File: src/rtl/ssd_result_display.sv
// Converts a latched 16-bit result to five BCD digits (double dabble, one step per clock)
// and multiplexes them onto an 8-digit active-low seven-segment display.
module ssd_result_display #(
  parameter int unsigned SCAN_W = 17
) (
  input  logic        Clk,
  input  logic        Reset,
  input  logic        Start,
  input  logic [15:0] Value,
  input  logic        Err,
  output logic        Busy,
  output logic        Done,
  output logic [19:0] Bcd,
  output logic [7:0]  An,
  output logic [7:0]  Cathodes
);

  typedef enum logic [1:0] {S_IDLE, S_CONV, S_DONE} state_t;

  state_t            state, state_nxt;
  logic [15:0]       sr;
  logic [19:0]       acc, acc_adj;
  logic [3:0]        step;
  logic              err_q, disp_err;
  logic [SCAN_W+2:0] scan;
  logic [2:0]        idx;
  logic [3:0]        cur_digit;
  logic [4:0]        show;
  logic [7:0]        an_nxt, cath_nxt;

  function automatic logic [7:0] seg7(input logic [3:0] d);
    case (d)
      4'd0:    seg7 = 8'h03;
      4'd1:    seg7 = 8'h9F;
      4'd2:    seg7 = 8'h25;
      4'd3:    seg7 = 8'h0D;
      4'd4:    seg7 = 8'h99;
      4'd5:    seg7 = 8'h49;
      4'd6:    seg7 = 8'h41;
      4'd7:    seg7 = 8'h1F;
      4'd8:    seg7 = 8'h01;
      4'd9:    seg7 = 8'h09;
      default: seg7 = 8'hFF;
    endcase
  endfunction

  always_ff @(posedge Clk) begin
    if (Reset) state <= S_IDLE;
    else       state <= state_nxt;
  end

  always_comb begin
    state_nxt = state;
    case (state)
      S_IDLE:  if (Start) state_nxt = S_CONV;
      S_CONV:  if (step == 4'd15) state_nxt = S_DONE;
      S_DONE:  state_nxt = S_IDLE;
      default: state_nxt = S_IDLE;
    endcase
  end

  assign Busy = (state != S_IDLE);

  always_comb begin
    acc_adj = acc;
    for (int unsigned i = 0; i < 5; i++) begin
      if (acc[i*4 +: 4] >= 4'd5) acc_adj[i*4 +: 4] = acc[i*4 +: 4] + 4'd3;
    end
  end

  // Done and Bcd are registered in the DONE cycle, so they appear 17 edges after Start.
  always_ff @(posedge Clk) begin
    if (Reset) begin
      sr       <= '0;
      acc      <= '0;
      step     <= '0;
      err_q    <= 1'b0;
      disp_err <= 1'b0;
      Bcd      <= '0;
      Done     <= 1'b0;
    end else begin
      Done <= 1'b0;
      case (state)
        S_IDLE: if (Start) begin
          sr    <= Value;
          err_q <= Err;
          acc   <= '0;
          step  <= '0;
        end
        S_CONV: begin
          {acc, sr} <= {acc_adj[18:0], sr, 1'b0};
          step      <= step + 4'd1;
        end
        S_DONE: begin
          Bcd      <= acc;
          disp_err <= err_q;
          Done     <= 1'b1;
        end
        default: ;
      endcase
    end
  end

  assign idx = scan[SCAN_W+2:SCAN_W];

  always_comb begin
    case (idx)
      3'd0:    cur_digit = Bcd[3:0];
      3'd1:    cur_digit = Bcd[7:4];
      3'd2:    cur_digit = Bcd[11:8];
      3'd3:    cur_digit = Bcd[15:12];
      3'd4:    cur_digit = Bcd[19:16];
      default: cur_digit = '0;
    endcase
  end

  // A digit is lit if it or any more significant digit is nonzero; digit 0 always lit.
  always_comb begin
    show    = '0;
    show[4] = (Bcd[19:16] != 4'd0);
    show[3] = show[4] | (Bcd[15:12] != 4'd0);
    show[2] = show[3] | (Bcd[11:8] != 4'd0);
    show[1] = show[2] | (Bcd[7:4] != 4'd0);
    show[0] = 1'b1;
  end

  always_comb begin
    an_nxt   = '1;
    cath_nxt = '1;
    if (disp_err) begin
      case (idx)
        3'd2: begin an_nxt[2] = 1'b0; cath_nxt = 8'h61; end
        3'd1: begin an_nxt[1] = 1'b0; cath_nxt = 8'hF5; end
        3'd0: begin an_nxt[0] = 1'b0; cath_nxt = 8'hF5; end
        default: ;
      endcase
    end else if (idx < 3'd5 && show[idx]) begin
      an_nxt[idx] = 1'b0;
      cath_nxt    = seg7(cur_digit);
    end
  end

  always_ff @(posedge Clk) begin
    if (Reset) begin
      scan     <= '0;
      An       <= '1;
      Cathodes <= '1;
    end else begin
      scan     <= scan + 1'b1;
      An       <= an_nxt;
      Cathodes <= cath_nxt;
    end
  end

endmodule

File: config.mk
export PLATFORM = sky130hd
export DESIGN_NAME = ssd_result_display
export DESIGN_NICKNAME = d
export VERILOG_FILES = /design/src/rtl/ssd_result_display.sv
export SDC_FILE = /design/constraint.sdc
export NUM_CORES = 1
export LEC_CHECK = 0
export CAP_MARGIN = 20
export CORE_MARGIN = 4
export CORE_UTILIZATION = 45
export DETAILED_ROUTE_END_ITERATION = 7
export DONT_BUFFER_PORTS = 1
export GPL_TIMING_DRIVEN = 0
export SLEW_MARGIN = 20
export SYNTH_ARGS = -nofsm -noshare
export SYNTH_HDL_FRONTEND = slang
export SYNTH_SLANG_ARGS = --single-unit
File: constraint.sdc
create_clock -name Clk -period 5.6 [get_ports Clk]
set_input_delay 0.28 -clock Clk [delete_from_list [all_inputs] [get_ports Clk]]
set_output_delay 0.28 -clock Clk [all_outputs]
set_load 0.03 [all_outputs]
==> Word level (Yosys, flattened, before mapping) <==
Memory sizes are Yosys's and may differ from the RTL's.
Cells that the tools add are included.
{ "totals": {"mem_count": 1, "out_inout_bits": 38, "register_bits": 101, "romBits": 112, "in_bits": 20} }
{ "op_classes": {"bitwise_logic": 5, "n_addsub": 7, "n_mux": 28, "reduce_logical": 15, "n_eq_ne": 9, "order_cmp": 8} }
{ "memory_table": {"columns": ["memory", "depth", "width", "read_ports", "rd_clocked_by_memory_dff", "wr", "line", "text"], "rows": [
  ["(name not given)", 16, 7, 1, 0, 0, "32", "case (d)"]
]} }
{ "ops": {"columns": ["operator", "count"], "rows": [
  ["case mux 20 bit (2 select lines)", 1],
  ["case mux 16 bit (2 select lines)", 1],
  ["adder 20 x 1 -> 20 bit, second input constant", 1],
  ["greater-or-equal comparator 4 x 3 -> 1 bit, second input constant", 5],
  ["two-way mux 20 bit", 1],
  ["two-way mux 4 bit", 5],
  ["case mux 4 bit (5 select lines)", 1],
  ["adder 4 x 2 -> 4 bit, second input constant", 4],
  ["two-way mux 16 bit", 1],
  ["two-way mux 8 bit", 2],
  ["case mux 8 bit (2 select lines)", 1],
  ["nonzero test 4 bit", 4],
  ["two-way mux 3 bit", 3],
  ["NOT 8 bit", 1],
  ["case mux 4 bit (2 select lines)", 1],
  ["equality test 3 x 2 -> 1 bit, second input constant", 2],
  ["two-way mux 1 bit", 6],
  ["AND reduction 2 bit", 3],
  ["adder 4 x 1 -> 4 bit, second input constant", 1],
  ["equality test 4 bit, second input constant", 1],
  ["less-than comparator 3 x 4 -> 1 bit, second input constant", 1],
  ["two-way mux 2 bit", 2],
  ["inequality test 2 bit, second input constant", 2],
  ["case mux 2 bit (2 select lines)", 1],
  ["17 further kinds", 21]
]} }

==> Longest topological paths before layout <==
{ "depth": {"ltp_word": 9, "mapped_depth": 11, "depth_no_buf": 9} }

==> Worst setup path before layout <==
Ideal clock, no wire load.
{ "synth_timing": {"path_kind": "register -> register", "start": "reg scan[18]", "end": "reg Cathodes[3]", "stages_incl_launch_ff": 11, "path_slack_ps": 3421, "t_arrival_ps": 2042, "t_required_ps": 5463, "n_path_buf": 2, "setup_time_ps": 137, "synth_period_minus_slack_ps": 2179, "path_cell_list": "dfxtp_1 buf_6 buf_6 nand3b_1 a21oi_1 a311oi_1 ha_1 inv_1 or3b_1 o21ai_1 a21oi_1"} }
{ "synth_between": {"elab_chain_len": 5, "word_cells_on_any_way": 15, "cone_classes": "1 x order compare; 4 x eq/ne; 6 x mux; 3 x reduce/logical; 1 x memory"} }
{ "synth_rtl": {"columns": ["element", "line", "text"], "rows": [
  ["from (decl)", "25", "logic [SCAN_W+2:0] scan;"],
  ["from (signal assigned)", "149", "scan <= scan + 1'b1;"],
  ["equality test 3 bit, or another cell as far along", "107", "case (idx)"],
  ["case mux 4 bit (5 select lines) / two-way mux 1 bit (equally long branches)", "107, 137", null],
  ["memory (16 x 7 bit) / logical AND 1 bit (equally long branches)", null, null],
  ["two-way mux 8 bit", "137", "end else if (idx < 3'd5 && show[idx]) begin"],
  ["two-way mux 8 bit (*)", "130", "if (disp_err) begin"],
  ["to (signal assigned)", "151", "Cathodes <= cath_nxt;"],
  ["to (decl)", "15", "output logic [7:0] Cathodes"]
]} }
Every way passes the cells marked *; elsewhere a longest branch is shown, timed or not. The select of a mux whose other input is x is not followed.
A chain may end at the register's enable or synchronous reset.

==> Worst setup path in the final report <==
Ends and elaborated chain as after synthesis.

==> parameters.txt <==
Parameter                              Value

Run status
  Run status    finished, final reports clean

Cells and area
  Area growth syn-to-layout    8.47%
  Proportion of layout cells with a drive suffix above 1    6.15%
  Final std cell area, no fill    4900 um2
  Leading cell types in the layout, fill and taps excluded    sky130_fd_sc_hd__dfxtp_1, sky130_fd_sc_hd__nor2_1, sky130_fd_sc_hd__nand2_1
  Nets@finish    602
  Commonest non-fill, non-tap cell in the layout    sky130_fd_sc_hd__dfxtp_1
  Total inserted antenna cells    0

Route
  Detailed-router iteration count before antenna repair    5
  Final routed wirelength across all metal layers    10700 um
  Number of vias after detailed routing    3719
  Detail-routed net length per standard cell    15.2 um
  DRC violations left    0
  Iteration-0 DRC Markers    275
  Mean number of vias per cell    5.30
  Count of nets left with antenna violations after detail routing    0

Global routing
  Number of antenna violations at the first check in global routing    0
  Congestion Overflow GR    0
  Maximum number of pins on one net before global-route repair    19
  Wire length of the first global-routing pass    17300 um
  Number of global-route vias before repair    3510
  All-layer global routing usage    18.6%

Placement
  Half-perimeter wire length of the detailed placement result    7670 um
  Placement-stage cell area    4700 um2
  Buffers on Ports    0
  Global placer's final weighted congestion    0.825

Yosys
  #FFs+latches synth    100
  Post-synthesis cell count    550
  Post-synthesis cell type count    49
  Sequential-to-total area share from yosys stat    44.3%
  Post-synthesis instance area    4520 um2
  Number of enable flip-flop cells after synthesis    0
  Syn Area/Cell    8.22 um2
  Number of warnings issued by yosys    0
  Fraction of registers with async set/reset    0%
  Ys flop type    sky130_fd_sc_hd__dfxtp_1

Clock tree
  Root buffer cell    sky130_fd_sc_hd__clkbuf_8
  Clk pin slew, worst setup/hold paths    0.11 ns
  PostCTS Resize Cnt    0
  Buffers inserted by post-CTS timing repair    0
  Number of sinks handled by clock tree synthesis    100
  Total of hold buffers inserted after clock tree synthesis    0
  Clock tree from TritonCTS    yes
  Clock network latency to the later pin of the worst-skew pair    0.37 ns
  Maximum level of the CTS H-tree    3
  Max Root-Sink Buffers    2
  Number of CTS-inserted buffers    9

Die
  Effective utilization at floorplan    46.2%
  Row Count    36
  I/O pin total    58
  Die footprint    11700 um2
  Floorplan Core Area    9770 um2
  Floorplan die width    108 um
  Die height    108 um

Timing
  Highest Clock Rate    391 MHz
  Setup repair after global routing missed its margin    false
  Final worst-path cycle share    45.6%
  Final count of hold timing violations    0
  Post-layout minimum cycle time    2.56 ns
  Actual transition at the worst max-transition pin    0.876 ns
  Remaining max-slew budget at the tightest pin    41.2%
  Setup total negative slack    0 ns
  Final Slew Violations    0
  Number of setup violations in the final report    0
  Fin Hold WS    0.0430 ns
  Worst clock skew    0.0122 ns

Hold path
  Path type of the worst min-delay path    input port to flop

Worst setup path
  Nature of the critical path endpoint    flop
  Setup CP Type    flop to flop
  Critical-path maximum fanout    10
  WP data required    5.85 ns
  Critical Path Source Type    flop
  Data arrival time of the critical path    2.80 ns

Power and ir drop
  Max IR drop VDD    0.000155 V
  P_leak    1.71 nW
  Power density over the cells    268 nW/um2

Run
  Number of maximum-capacitance violations    0
[metrics by stage]
stage	std cells	setup slack, ns	util [%]	total power (W)
2_1_floorplan	553	3.42	-	0.000826
3_3_place_gp	686	3.08	48.1	0.000849
3_5_place_dp	686	3.06	48.1	0.000851
4_1_cts	702	3.04	50.2	0.00132
5_1_grt	702	2.85	50.2	0.00137
6_report	702	3.04	50.2	0.00131
[cell families after synthesis]
kind of cell | Yosys count | share of synthesized area (%)
fa+ha+maj | 18 | 4.98
other cells | 1 | 0.0830
xor+xnor | 25 | 4.84
mux | 10 | 2.24
buf+inv | 49 | 4.82
compound gates | 95 | 12.9
simple gates | 252 | 25.8
flops | 100 | 44.3
[path summary, 6_finish.rpt]
check                              start          end  slack, ns  depth (start not counted)
worst max register to register  scan[18]  Cathodes[3]       3.04                         10
worst max-delay path            scan[18]  Cathodes[3]       3.04                         10
worst min register to register     err_q     disp_err       0.47                          2
worst min-delay path            Value[0]        sr[0]       0.04                          2
[report_power, final]
| group | total, W | switching (W) | internal, W | leakage (nW) |
|---|---|---|---|---|
| sequential | 0.000749 | 0.0000185 | 0.000730 | 0.814 |
| combinational | 0.0000863 | 0.0000613 | 0.0000250 | 0.797 |
| clock | 0.000478 | 0.000265 | 0.000213 | 0.101 |
[cells in the mapped netlist, drive strengths merged, types with 6 or more instances]
cell / n / area, um2
a21oi: 52 / 260
buf: 17 / 97.6
clkbuf: 14 / 52.6
dfxtp: 100 / 2000
ha: 18 / 225
inv: 18 / 67.6
mux2i: 9 / 90.1
nand2: 74 / 278
nand2b: 9 / 58.8
nand3: 22 / 110
nor2: 91 / 342
nor3: 13 / 65.1
nor4: 18 / 128
o21ai: 17 / 85.1
o31ai: 6 / 45.0
xnor2: 11 / 96.3
xor2: 14 / 123
[state kept, by name (all words and copies together) (netlist names), 2 cells and up]
| register | count |
|---|---|
| step | 4 |
| acc | 20 |
| scan | 20 |
| An | 8 |
| sr | 16 |
| Bcd | 20 |
| state | 2 |
| Cathodes | 7 |
[routing by layer]
| layer | track usage (%) | share of wire [%] | vias up |
|---|---|---|---|
| met4 | 4.24 | 1.0 | 0 |
| met1 | 23.9 | 46 | 1719 |
| met2 | 31.3 | 47 | 99 |
| met5 | 0 | 0 | - |
| li1 | - | - | 1890 |
| met3 | 5.13 | 6.6 | 11 |
[area by class of cell]
class | instances | area (um2)
fillers | 977 | 4870
clock inverters | 7 | 81.3
well taps | 133 | 166
inverters | 18 | 67.6
multi-input cells | 404 | 2310
flip-flops and latches | 100 | 2000
plain buffers | 31 | 150
clock buffers | 9 | 124
[worst max-delay path: stages (launching register included)]
cell and delay (ns):
sky130_fd_sc_hd__dfxtp_1 0.40, sky130_fd_sc_hd__buf_6 0.17, sky130_fd_sc_hd__buf_6 0.14, sky130_fd_sc_hd__nand3b_1 0.11, sky130_fd_sc_hd__a21oi_1 0.07, sky130_fd_sc_hd__a311oi_1 0.68
sky130_fd_sc_hd__ha_1 0.26, sky130_fd_sc_hd__inv_1 0.04, sky130_fd_sc_hd__or3b_1 0.36, sky130_fd_sc_hd__o21ai_1 0.10, sky130_fd_sc_hd__a21oi_1 0.09
Note: power is estimated with default switching activity, not from simulation.
